**config.mk**
```make
export PLATFORM = sky130hd
export DESIGN_NAME = tcp_tx_arbiter
export DESIGN_NICKNAME = d
export VERILOG_FILES = /design/src/rtl/tcp_tx_arbiter.sv
export SDC_FILE = /design/constraint.sdc
export NUM_CORES = 1
export LEC_CHECK = 0
export CORE_AREA = 3 3 591 593
export CTS_CLUSTER_DIAMETER = 30
export DETAILED_ROUTE_END_ITERATION = 6
export DIE_AREA = 0 0 594 596
export SLEW_MARGIN = 15
export SYNTH_ARGS = -nofsm -noshare
export SYNTH_HDL_FRONTEND = slang
export SYNTH_SLANG_ARGS = --single-unit
```
**constraint.sdc**
```tcl
create_clock -name clk -period 4.25 [get_ports clk]
set_input_delay 1.275 -clock clk [delete_from_list [all_inputs] [get_ports clk]]
set_output_delay 1.275 -clock clk [all_outputs]
set_load 0.005 [all_outputs]
```
**src/rtl/tcp_tx_arbiter.sv**
```systemverilog
// -----------------------------------------------------------------------------
// tcp_tx_arbiter
//
// Purpose:
//   Shares one tcp_to_stream TCP transmit converter between NUM_SRC segment
//   producers (data TX engine, pure-ACK generator, ...). One requester is
//   granted at a time and keeps the grant from header acceptance until the
//   final payload beat, or until header acceptance for header-only segments.
//   While granted, the winner's header and data handshakes are muxed
//   combinationally onto the converter-side ports.
//
// Configuration macro:
//   TCP_TX_ARB_STRICT_PRIO_EN - when defined, fixed priority (lowest index
//                               wins) replaces round-robin and the
//                               round-robin pointer is not built.
//
// Ports:
//   clk, rst                   clock; asynchronous active-high reset
//   src_arb_hdr_val            per-source header valid
//   src_arb_src_ip_addr        per-source source IP (slice i = source i)
//   src_arb_dst_ip_addr        per-source destination IP
//   src_arb_tcp_len            per-source TCP header + payload length (bytes)
//   src_arb_tcp_hdr            per-source packed tcp_pkt_hdr_t
//   arb_src_hdr_rdy            per-source header ready
//   src_arb_data_val/_data/_data_last/_data_padbytes   per-source data beat
//   arb_src_data_rdy           per-source data ready
//   arb_dst_hdr_val ... dst_arb_hdr_rdy   header channel to converter
//   arb_dst_data_val ... dst_arb_data_rdy data channel to converter
//   arb_grant_oh               registered one-hot grant, zero when idle
//   arb_busy                   high whenever the FSM is not IDLE
// -----------------------------------------------------------------------------

package tcp_tx_arbiter_pkg;

  localparam int IP_ADDR_W       = 32;
  localparam int TOT_LEN_W       = 16;
  localparam int MAC_INTERFACE_W = 256;
  localparam int MAC_PADBYTES_W  = $clog2(MAC_INTERFACE_W / 8);

  typedef struct packed {
    logic [15:0] src_port;
    logic [15:0] dst_port;
    logic [31:0] seq_num;
    logic [31:0] ack_num;
    logic [3:0]  raw_data_offset;
    logic [2:0]  reserved;
    logic [8:0]  flags;
    logic [15:0] win_size;
    logic [15:0] chksum;
    logic [15:0] urg_ptr;
  } tcp_pkt_hdr_t;

  localparam int TCP_HDR_W = $bits(tcp_pkt_hdr_t);

  typedef enum logic [1:0] {
    ST_IDLE = 2'd0,
    ST_HDR  = 2'd1,
    ST_DATA = 2'd2
  } arb_state_e;

endpackage

module tcp_tx_arbiter
  import tcp_tx_arbiter_pkg::*;
#(
  parameter int NUM_SRC   = 2,
  parameter int SRC_IDX_W = $clog2(NUM_SRC)
) (
  input  logic                                       clk,
  input  logic                                       rst,

  input  logic [NUM_SRC-1:0]                         src_arb_hdr_val,
  input  logic [NUM_SRC-1:0][IP_ADDR_W-1:0]          src_arb_src_ip_addr,
  input  logic [NUM_SRC-1:0][IP_ADDR_W-1:0]          src_arb_dst_ip_addr,
  input  logic [NUM_SRC-1:0][TOT_LEN_W-1:0]          src_arb_tcp_len,
  input  logic [NUM_SRC-1:0][TCP_HDR_W-1:0]          src_arb_tcp_hdr,
  output logic [NUM_SRC-1:0]                         arb_src_hdr_rdy,

  input  logic [NUM_SRC-1:0]                         src_arb_data_val,
  input  logic [NUM_SRC-1:0][MAC_INTERFACE_W-1:0]    src_arb_data,
  input  logic [NUM_SRC-1:0]                         src_arb_data_last,
  input  logic [NUM_SRC-1:0][MAC_PADBYTES_W-1:0]     src_arb_data_padbytes,
  output logic [NUM_SRC-1:0]                         arb_src_data_rdy,

  output logic                                       arb_dst_hdr_val,
  output logic [IP_ADDR_W-1:0]                       arb_dst_src_ip_addr,
  output logic [IP_ADDR_W-1:0]                       arb_dst_dst_ip_addr,
  output logic [TOT_LEN_W-1:0]                       arb_dst_tcp_len,
  output logic [TCP_HDR_W-1:0]                       arb_dst_tcp_hdr,
  input  logic                                       dst_arb_hdr_rdy,

  output logic                                       arb_dst_data_val,
  input  logic                                       dst_arb_data_rdy,
  output logic [MAC_INTERFACE_W-1:0]                 arb_dst_data,
  output logic                                       arb_dst_data_last,
  output logic [MAC_PADBYTES_W-1:0]                  arb_dst_data_padbytes,

  output logic [NUM_SRC-1:0]                         arb_grant_oh,
  output logic                                       arb_busy
);

  arb_state_e             state_reg, state_nxt;
  logic [NUM_SRC-1:0]     grant_oh_reg, grant_oh_nxt;
  logic [SRC_IDX_W-1:0]   grant_idx_reg, grant_idx_nxt;
`ifndef TCP_TX_ARB_STRICT_PRIO_EN
  logic [SRC_IDX_W-1:0]   rr_ptr_reg, rr_ptr_nxt;
`endif

  logic                   win_found;
  logic [SRC_IDX_W-1:0]   win_idx;
  tcp_pkt_hdr_t           hdr_sel;
  logic [TOT_LEN_W-1:0]   payload_len;
  int                     cand;

  // NOTE: state registers use non-blocking assignments so every flop samples
  // the pre-edge value of its neighbours; blocking here would create
  // order-dependent simulation and a mismatch against the synthesized netlist.
  always_ff @(posedge clk or posedge rst) begin
    if (rst) begin
      state_reg     <= ST_IDLE;
      grant_oh_reg  <= '0;
      grant_idx_reg <= '0;
`ifndef TCP_TX_ARB_STRICT_PRIO_EN
      rr_ptr_reg    <= '0;
`endif
    end else begin
      state_reg     <= state_nxt;
      grant_oh_reg  <= grant_oh_nxt;
      grant_idx_reg <= grant_idx_nxt;
`ifndef TCP_TX_ARB_STRICT_PRIO_EN
      rr_ptr_reg    <= rr_ptr_nxt;
`endif
    end
  end

  assign arb_grant_oh = grant_oh_reg;
  assign arb_busy     = (state_reg != ST_IDLE);

  // Winner search: scan all sources starting at the pointer (round-robin) or
  // at index 0 (strict priority); the first requester found wins.
  always_comb begin
    win_found = 1'b0;
    win_idx   = '0;
    cand      = 0;
    for (int i = 0; i < NUM_SRC; i++) begin
`ifdef TCP_TX_ARB_STRICT_PRIO_EN
      cand = i;
`else
      cand = int'(rr_ptr_reg) + i;
      if (cand >= NUM_SRC) cand = cand - NUM_SRC;
`endif
      if (!win_found && src_arb_hdr_val[SRC_IDX_W'(cand)]) begin
        win_found = 1'b1;
        win_idx   = SRC_IDX_W'(cand);
      end
    end
  end

  // The payload length decides whether the segment is header-only.
  assign hdr_sel     = tcp_pkt_hdr_t'(src_arb_tcp_hdr[grant_idx_reg]);
  assign payload_len = src_arb_tcp_len[grant_idx_reg]
                     - TOT_LEN_W'({hdr_sel.raw_data_offset, 2'b00});

  // NOTE: every signal written below gets a default first, so no path through
  // the case statement leaves a value unassigned and no latch is inferred.
  always_comb begin
    state_nxt             = state_reg;
    grant_oh_nxt          = grant_oh_reg;
    grant_idx_nxt         = grant_idx_reg;
`ifndef TCP_TX_ARB_STRICT_PRIO_EN
    rr_ptr_nxt            = rr_ptr_reg;
`endif
    arb_src_hdr_rdy       = '0;
    arb_src_data_rdy      = '0;
    arb_dst_hdr_val       = 1'b0;
    arb_dst_src_ip_addr   = '0;
    arb_dst_dst_ip_addr   = '0;
    arb_dst_tcp_len       = '0;
    arb_dst_tcp_hdr       = '0;
    arb_dst_data_val      = 1'b0;
    arb_dst_data          = '0;
    arb_dst_data_last     = 1'b0;
    arb_dst_data_padbytes = '0;

    unique case (state_reg)
      ST_IDLE: begin
        if (win_found) begin
          grant_oh_nxt          = '0;
          grant_oh_nxt[win_idx] = 1'b1;
          grant_idx_nxt         = win_idx;
          state_nxt             = ST_HDR;
        end
      end

      ST_HDR: begin
        // A winner that drops hdr_val simply stalls here; no re-arbitration.
        arb_dst_hdr_val                 = src_arb_hdr_val[grant_idx_reg];
        arb_dst_src_ip_addr             = src_arb_src_ip_addr[grant_idx_reg];
        arb_dst_dst_ip_addr             = src_arb_dst_ip_addr[grant_idx_reg];
        arb_dst_tcp_len                 = src_arb_tcp_len[grant_idx_reg];
        arb_dst_tcp_hdr                 = hdr_sel;
        arb_src_hdr_rdy[grant_idx_reg]  = dst_arb_hdr_rdy;
        if (src_arb_hdr_val[grant_idx_reg] && dst_arb_hdr_rdy) begin
          if (payload_len == '0) begin
            state_nxt    = ST_IDLE;
            grant_oh_nxt = '0;
`ifndef TCP_TX_ARB_STRICT_PRIO_EN
            rr_ptr_nxt   = (int'(grant_idx_reg) == NUM_SRC - 1) ? '0
                                                                : grant_idx_reg + 1'b1;
`endif
          end else begin
            state_nxt = ST_DATA;
          end
        end
      end

      ST_DATA: begin
        arb_dst_data_val                = src_arb_data_val[grant_idx_reg];
        arb_dst_data                    = src_arb_data[grant_idx_reg];
        arb_dst_data_last               = src_arb_data_last[grant_idx_reg];
        arb_dst_data_padbytes           = src_arb_data_padbytes[grant_idx_reg];
        arb_src_data_rdy[grant_idx_reg] = dst_arb_data_rdy;
        if (src_arb_data_val[grant_idx_reg] && dst_arb_data_rdy &&
            src_arb_data_last[grant_idx_reg]) begin
          state_nxt    = ST_IDLE;
          grant_oh_nxt = '0;
`ifndef TCP_TX_ARB_STRICT_PRIO_EN
          rr_ptr_nxt   = (int'(grant_idx_reg) == NUM_SRC - 1) ? '0
                                                              : grant_idx_reg + 1'b1;
`endif
        end
      end

      default: begin
        state_nxt    = ST_IDLE;
        grant_oh_nxt = '0;
      end
    endcase
  end

endmodule
```
# Word level (Yosys, flattened, before mapping)
# Cells that the tools add are included.
# Widths: inputs -> output; s select.
# word_totals
register_bits,6
mem_bits_rw,0
romBits,0
memories,0
out_inout_bits,511
latch_bits,0
# op_classes
mul,0
reduce_logical,15
eq_ne,6
n_lt_le_gt_ge,8
div_mod_pow,0
shift,0
mux,57
add_sub_neg,5
bitwise,2
# op_table
op,count
$mux 256,3
$mux 160,3
$mux 32,6
$mux 16,3
$mux 1,25
$mux 2,9
$logic_not 16->1,1
$sub 16x6->16,1
$mux 5,3
$pmux 2 s3,2
$ne 2x2->1 const B,4
$reduce_and 4->1,2
$logic_and 1x1->1,6
$lt 1x3->1 const B,2
$and 2x2->2,2
$lt 1x2->1 const B,2
$reduce_bool 2->1,2
$reduce_and 3->1,1
$add 1x1->2 const B,1
$demux 1 s1,2
$eq 2x1->1 const B,1
$eq 2x2->1 const B,1
$ge 1x1->1 const B,2
$ge 1x2->1 const B,1
other kinds (7),8

# Longest topological paths before layout
# Gate-level depths: netlist of the first run.
# depth
depth_word,15
ltp_mapped,12
depth_no_buf,8

# Worst setup path before layout of the first run
# No wires, ideal clock.
# synth_path
path_kind,input -> register
startpoint,in src_arb_tcp_len[20] (netlist name)
endpoint,reg grant_oh_reg[0] (netlist: arb_grant_oh[0])
setup_time_ns,0.120
t_arrival_ns,3.138
required_time_ns,4.130
cell_stages,8
slack_ns,0.993
path_cell_list,mux2_2 -> ha_1 -> a21o_1 -> a211o_1 -> o21ai_0 -> nand4_1 -> or3b_1 -> a31o_1
# synth_between
elab_chain_len,6
# synth_rtl
item,line_no,text
from (decl),75,"input logic [NUM_SRC-1:0][TOT_LEN_W-1:0] src_arb_tcp_len,"
$mux 16 (not written as such) (2 in a row),161,assign payload_len = src_arb_tcp_len[grant_idx_reg]
$sub 16x6->16,162,"- TOT_LEN_W'({hdr_sel.raw_data_offset, 2'b00});"
$logic_not 16->1,204,if (payload_len == '0) begin
$ne 2x2->1 (no source line),-,
$reduce_and 4->1 (no source line),-,
to (signal assigned),128,grant_oh_reg <= grant_oh_nxt;
to (decl),103,"logic [NUM_SRC-1:0] grant_oh_reg, grant_oh_nxt;"
# No other way between the ends. The select of a mux whose other input is x is not followed.
# A chain may end at the register's enable or synchronous reset.

# Worst setup path in the final report of the first run
# layout_path
startpoint,in src_arb_data_padbytes[4] (netlist name)
endpoint,out arb_dst_data_padbytes[4]
# layout_between
elab_chain_len,3
# layout_rtl
item,line_no,text
from (decl),82,"input logic [NUM_SRC-1:0][MAC_PADBYTES_W-1:0] src_arb_data_padbytes,"
$mux 5 (not written as such) (2 in a row),221,arb_dst_data_padbytes = src_arb_data_padbytes[grant_idx_reg];
$mux 5,185,unique case (state_reg)
to (decl),96,"output logic [MAC_PADBYTES_W-1:0] arb_dst_data_padbytes,"
# No other way between the ends. The select of a mux whose other input is x is not followed.

==> metrics.md, run 1 <==
| Metric | Value |
|---|---|
| MaxCap Viol Count | 0 |
| Clock power share | 1.0% |
| Hold Vio Cnt, Final | 0 |
| Register area | 154 um^2 |
| Final cycle utilization of the critical path | 99.0% |
| # DRC | 0 |
| Routed vias/inst | 2.32 |
| Fin Setup TNS | 0 ps |
| Number of synthesized register bits | 6 |
| R2r endpoint | arb_grant_oh[0]$_DFFE_PP0P_ |
| Hold Path Depth | 1 |
| Flop pwr share | 1.3% |
| Switch share | 56.7% |
| IO buf count | 1522 |
| Max-Slew Margin vs Limit | 56.4% |
| Cell count after synthesis | 1208 |
| Vias in the first global route | 16612 |
| Min-delay src | arb_grant_oh[1]$_DFFE_PP0P_ |
| Post-Route WL | 309000 um |
| I/O pins | 1523 |
| Die H | 596 um |
| Met1 Resource Use GR | 21.0% |
| DR vias | 17225 |
| Final ANT Viol Nets | 0 |
| Placed wire-length estimate | 297000 um |
| Nets | 3777 |
| Die Wd | 594 um |
| CP max-delay cell | clkdlybuf4s50_1 |
| Number of cell rows | 216 |
| Root Driver | clkbuf_16 |
| Pwr Density | 522 mW/mm^2 |
| Final Wtd Congestion | 0.980 |
| First-pass GRT wire length | 346000 um |
| Worst skew pair latency | 230 ps |
| Busiest grt layer | met2 |
| Min Tclk post-route | 4210 ps |
| Initial antenna violation count | 334 |
| Pre-Repair DR Iteration Count | 5 |
| CP Capture Type | output port |
| All-layer global routing usage | 16.8% |
| Starting Density | 2.35% |
| Placed cells | 7333 |
| Clk buf depth | 2 |
| Total global routing overflow | 0 |
| CTS buffer count | 3 |
| Worst Hold Endpoint | arb_grant_oh[1]$_DFFE_PP0P_ |
| Layout area overhead | 289% |
| Lkg Pwr | 11.5 nW |
| Worst EP arrival | 2930 ps |
| YS warnings | 0 |
| Max stage delay on crit path | 470 ps |
| GR Util met3 | 12.7% |
| Reg2reg path depth | 11 |
| Register area share after synthesis | 1.85% |
| Fraction of layout cells with a size suffix above 1 | 15.1% |
| Wire length per cell | 41.7 um |
| Mapped Nets | 2224 |
| Most used cell, CP | clkdlybuf4s50_1 |
| H-tree depth reported by CTS | 1 |
| Footprint of the multi-input gates | 0.00752 mm^2 |
| Status | finished clean |
| Yosys cell types | 39 |
| Post-synth ARST share | 100% |
| Worst hold path type | register to register |
| CTS sink count | 6 |
| Logic pwr share | 97.7% |
| Area of the mapped netlist | 0.00811 mm^2 |
| Pins Over Slew Limit | 0 |
| Met2 usage | 22.9% |
| Cell Chain, Critical Path | clkdlybuf4s50_1, buf_4, mux2i_4, buf_6, nor2_4, clkdlybuf4s50_1 |
| Fmax | 238 MHz |
| RSZ-0062 raised after global routing | false |
| Net Sw Power | 9.33 mW |
| First DRT Iteration DRCs | 981 |
| Clock transition at path regs | 40 ps |
| Final std cells w/o fill | 7410 |
| P_int | 7.13 mW |
| Largest net degree at the start of global routing | 67 |
| Post-synth EDFFs | 0 |
| R2R Path Start | grant_idx_reg$_DFFE_PP0P_ |
| Startpoint types | input pin |
| Skew final | 1.99 ps |
| Critical path class | input pin to output port |
| Maximum VDD drop | 0.000231 V |
| Core Area | 0.345 mm^2 |
| Worst-Margin Slew | 636 ps |
| Die footprint | 0.354 mm^2 |
| Finish-stage setup viols | 0 |
| CTS tree | yes |
| CP required | 2970 ps |
| Top FF cell, synth | dfrtp_1 |
| Fill cells | 40389 |
| FF-to-FF setup slack | 600 ps |
| Critical path peak fanout | 1 |
| Syn avg cell area | 6.71 um^2 |
[through the flow]
step                hold WS [ps]  worst slack [ps]  area [um^2]  total power, mW  utilization, %
finish                       551              42.4        31500             16.5            9.14
global route                 568              24.1        31500             17.6            9.12
CTS                          551              8.14        31300             17.2            9.08
detailed placement           521              -402        31200             16.9            9.04
global placement             521              -424        31200             17.0            9.04
floorplan                    497               993         8110             4.64               -
[cells in the mapped netlist, types with 2 or more instances]
cell type / n / area share (%)
nor2_1: 507 / 23
ha_1: 4 / 0.62
nand2_1: 10 / 0.46
o21ai_0: 6 / 0.37
dfrtp_1: 6 / 1.9
buf_1: 2 / 0.093
mux2_2: 5 / 0.69
a31o_1: 2 / 0.22
clkbuf_1: 59 / 2.7
and3b_1: 2 / 0.22
a21oi_1: 5 / 0.31
and2_1: 5 / 0.39
nor3_1: 4 / 0.25
o31ai_1: 2 / 0.19
inv_1: 5 / 0.23
and3_1: 4 / 0.31
a21o_1: 2 / 0.19
nor2b_1: 3 / 0.23
nor4_1: 3 / 0.23
nand2b_1: 4 / 0.31
buf_2: 51 / 3.1
mux2i_1: 499 / 62
nand4_1: 2 / 0.15
[how the worst max path moves through the flow]
stage | from | endpoint | slack (ps)
4_1_cts | src_arb_tcp_hdr[222] | arb_dst_tcp_hdr[62] | 8
2_1_floorplan | src_arb_tcp_len[20] | arb_grant_oh[0]$_DFFE_PP0P_ | 990
6_report | src_arb_data_padbytes[4] | arb_dst_data_padbytes[4] | 40
3_3_place_gp | src_arb_data_padbytes[4] | arb_dst_data_padbytes[4] | -420
5_1_grt | src_arb_data_padbytes[4] | arb_dst_data_padbytes[4] | 20
3_5_place_dp | src_arb_data_padbytes[4] | arb_dst_data_padbytes[4] | -400
[worst max-delay path: cells and delay by family]
kind	cells	cell delay (ps)
buffers and inverters	4	1280
multiplexers	1	320
AND/OR/NAND/NOR	1	40
[cell usage in the layout (no fill, tap or decap), types with 3 or more instances in the layout]
cell | synthesis | final
o21ai_0 | 6 | 6
buf_12 | 0 | 178
buf_4 | 0 | 218
ha_1 | 4 | 4
inv_1 | 5 | 5
mux2i_1 | 499 | 495
and2_1 | 5 | 5
nor2_1 | 507 | 504
mux2_2 | 5 | 4
a21oi_1 | 5 | 5
clkbuf_16 | 0 | 3
diode_2 | 0 | 72
clkdlybuf4s50_1 | 0 | 1261
nor4_1 | 3 | 3
nor2b_1 | 3 | 3
nand2_1 | 10 | 10
dfrtp_1 | 6 | 5
nor3_1 | 4 | 4
mux2i_4 | 0 | 3
and3_1 | 4 | 4
[layout make-up]
type                            count  share of cell area, %
Timing Repair Buffer             1661                   56.6
Multi-Input combinational cell   1084                   23.8
Tap cell                         4578                   18.2
Antenna cell                       72                  0.571
Sequential cell                     6                  0.488
Clock buffer                        4                  0.250
Inverter                            5                 0.0595
[logic make-up (layout without fill, tap and decap cells)]
logic type	after synthesis	after routing	share of synthesized area (%)
mux	504	504	62.3
flops	6	6	1.85
other cells	0	72	0
compound gates	25	25	2.10
simple gates	549	549	26.6
xor+xnor	2	2	0.216
fa+ha+maj	4	4	0.617
buf+inv	118	1670	6.34
[timing repair]
action,4_1_cts,5_1_grt
resized for setup,11,3
setup endpoints to repair,3,5
hold buffers,0,0
setup buffers,0,1
[power groups by stage]
stage	Combinational (mW)	Sequential, mW	Clock [mW]
finish	16.1	0.212	0.162
detailed placement	16.6	0.254	0
CTS	16.7	0.256	0.162
global placement	16.7	0.254	0
floorplan	4.53	0.107	0
global route	17.2	0.230	0.167
[routing by layer]
layer / routed length [um] / vias up / part of all wire, %
li1: - / 7311 / -
met1: 132000 / 7729 / 43
met2: 117000 / 1451 / 38
met3: 51900 / 480 / 17
met4: 6460 / 254 / 2.1
met5: 1720 / - / 0.55
(Power assumes the default switching activity.)
==> run 2, diff against run 1 <==
Settings changed: MAX_ROUTING_LAYER set to met4.
==> metrics.md, run 2 (same netlist as run 1, synthesis figures left out) <==
| Metric | Value |
|---|---|
| Status | finished clean |
| DR vias | 16925 |
| Number of cell rows | 216 |
| Worst hold path type | register to register |
| Post-Place Worst Slack | -241 ps |
| Startpoint types | input pin |
| First-pass GRT wire length | 347000 um |
| Largest net degree at the start of global routing | 71 |
| Pins Over Slew Limit | 0 |
| Total global routing overflow | 0 |
| Min Tclk post-route | 4220 ps |
| Final ANT Viol Nets | 0 |
| Die Wd | 594 um |
| Final std cells w/o fill | 7536 |
| Clk buf depth | 2 |
| Final cycle utilization of the critical path | 99.2% |
| Worst-Margin Slew | 708 ps |
| Root Driver | clkbuf_16 |
| I/O pins | 1523 |
| Maximum VDD drop | 0.000362 V |
| Core Area | 0.345 mm^2 |
| Fmax | 237 MHz |
| Hold slack final | 554 ps |
| Worst path bufs/invs | 2 |
| H-tree depth reported by CTS | 1 |
| FF-to-FF setup slack | 850 ps |
| Placed wire-length estimate | 298000 um |
| Wire length per cell | 41.0 um |
| Clock transition at path regs | 30 ps |
| First DRT Iteration DRCs | 946 |
| Worst skew pair latency | 230 ps |
| Lkg Pwr | 11.5 nW |
| All-layer global routing usage | 17.3% |
| Vias in the first global route | 16556 |
| # DRC | 0 |
| Critical path peak fanout | 2 |
| Most used cell, CP | clkdlybuf4s50_1 |
| Pre-Repair DR Iteration Count | 5 |
| Final Wtd Congestion | 1.00 |
| CP Capture Type | output port |
| Fin util | 9.22% |
| IO buf count | 1522 |
| Die H | 596 um |
| Fin Setup TNS | 0 ps |
| CP required | 2970 ps |
| Skew final | 3.99 ps |
| Tot Pwr | 16.4 mW |
| CTS sink count | 6 |
| CTS tree | yes |
| Placed cell areas | 0.0312 mm^2 |
| Hold Vio Cnt, Final | 0 |
| Routed vias/inst | 2.25 |
| Die footprint | 0.354 mm^2 |
| Initial antenna violation count | 343 |
| Nets | 3779 |
| MaxCap Viol Count | 0 |
| Pwr Density | 517 mW/mm^2 |
| CTS buffer count | 3 |
| Fraction of layout cells with a size suffix above 1 | 15.1% |
| Starting Density | 2.35% |
| Post-Route WL | 309000 um |
| Commonest non-fill, non-tap cell in the layout | clkdlybuf4s50_1 |
| CP max-delay cell | clkdlybuf4s50_1 |
| Placed cells | 7336 |
| Layout area overhead | 293% |
| Max stage delay on crit path | 530 ps |
| Leading cell types in the layout, fill and taps excluded | clkdlybuf4s50_1 (1263), nor2_1 (504), mux2i_1 (495), buf_4 (221), buf_12 (173) |
| PnR worst setup slack | 32.9 ps |
| Fill cells | 40315 |
| Finish-stage setup viols | 0 |
| Worst EP arrival | 2940 ps |
| Critical path class | input pin to output port |
| Cell family with most CP delay | buffers and inverters |
| RSZ-0062 raised after global routing | false |
| Design area | 0.0318 mm^2 |
| Cell Chain, Critical Path | clkdlybuf4s50_1, mux2_2, and2_1, clkdlybuf4s50_1 |
| Max-Slew Margin vs Limit | 51.5% |
## run 2: layout make-up
type | instances | area [um^2] | share of cell area (%)
repair buffers | 1663 | 17800 | 56.1
multi-input cells | 1084 | 7510 | 23.6
well taps | 4578 | 5730 | 18.0
diodes | 196 | 490 | 1.54
flip-flops and latches | 6 | 154 | 0.484
clock buffers | 4 | 78.8 | 0.248
inverters | 5 | 18.8 | 0.0590
## run 2: power by group
part | total [mW] | switching, mW | internal [mW]
Combinational | 16.1 | 9.29 | 6.86
Clock | 0.157 | 0.0324 | 0.125
Sequential | 0.136 | 0.0475 | 0.0885
Total | 16.4 | 9.37 | 7.07
## run 2: what timing repair did
item	CTS	global route
hold buffers	0	0
setup endpoints to repair	4	4
pin swaps	0	1
setup buffers	0	0
resized for setup	11	5
## run 2: final timing paths
kind | start | endpoint | depth (start not counted)
worst max-delay path | src_arb_tcp_len[19] | arb_dst_tcp_len[3] | 4
worst min-delay path | arb_grant_oh[1]$_DFFE_PP0P_ | arb_grant_oh[1]$_DFFE_PP0P_ | 1
worst max register to register | grant_idx_reg$_DFFE_PP0P_ | arb_grant_oh[1]$_DFFE_PP0P_ | 11
worst min register to register | arb_grant_oh[1]$_DFFE_PP0P_ | arb_grant_oh[1]$_DFFE_PP0P_ | 1
max in group asynchronous | rst | grant_idx_reg$_DFFE_PP0P_ | 2
min in group asynchronous | rst | arb_grant_oh[0]$_DFFE_PP0P_ | 2
## run 2: metal layers
layer,vias to the layer above,part of all wire [%],global-route usage [%]
li1,7526,-,-
met4,0,2.0,2.70
met2,1397,38,22.9
met1,7741,41,20.5
met5,-,0,-
met3,261,19,13.6
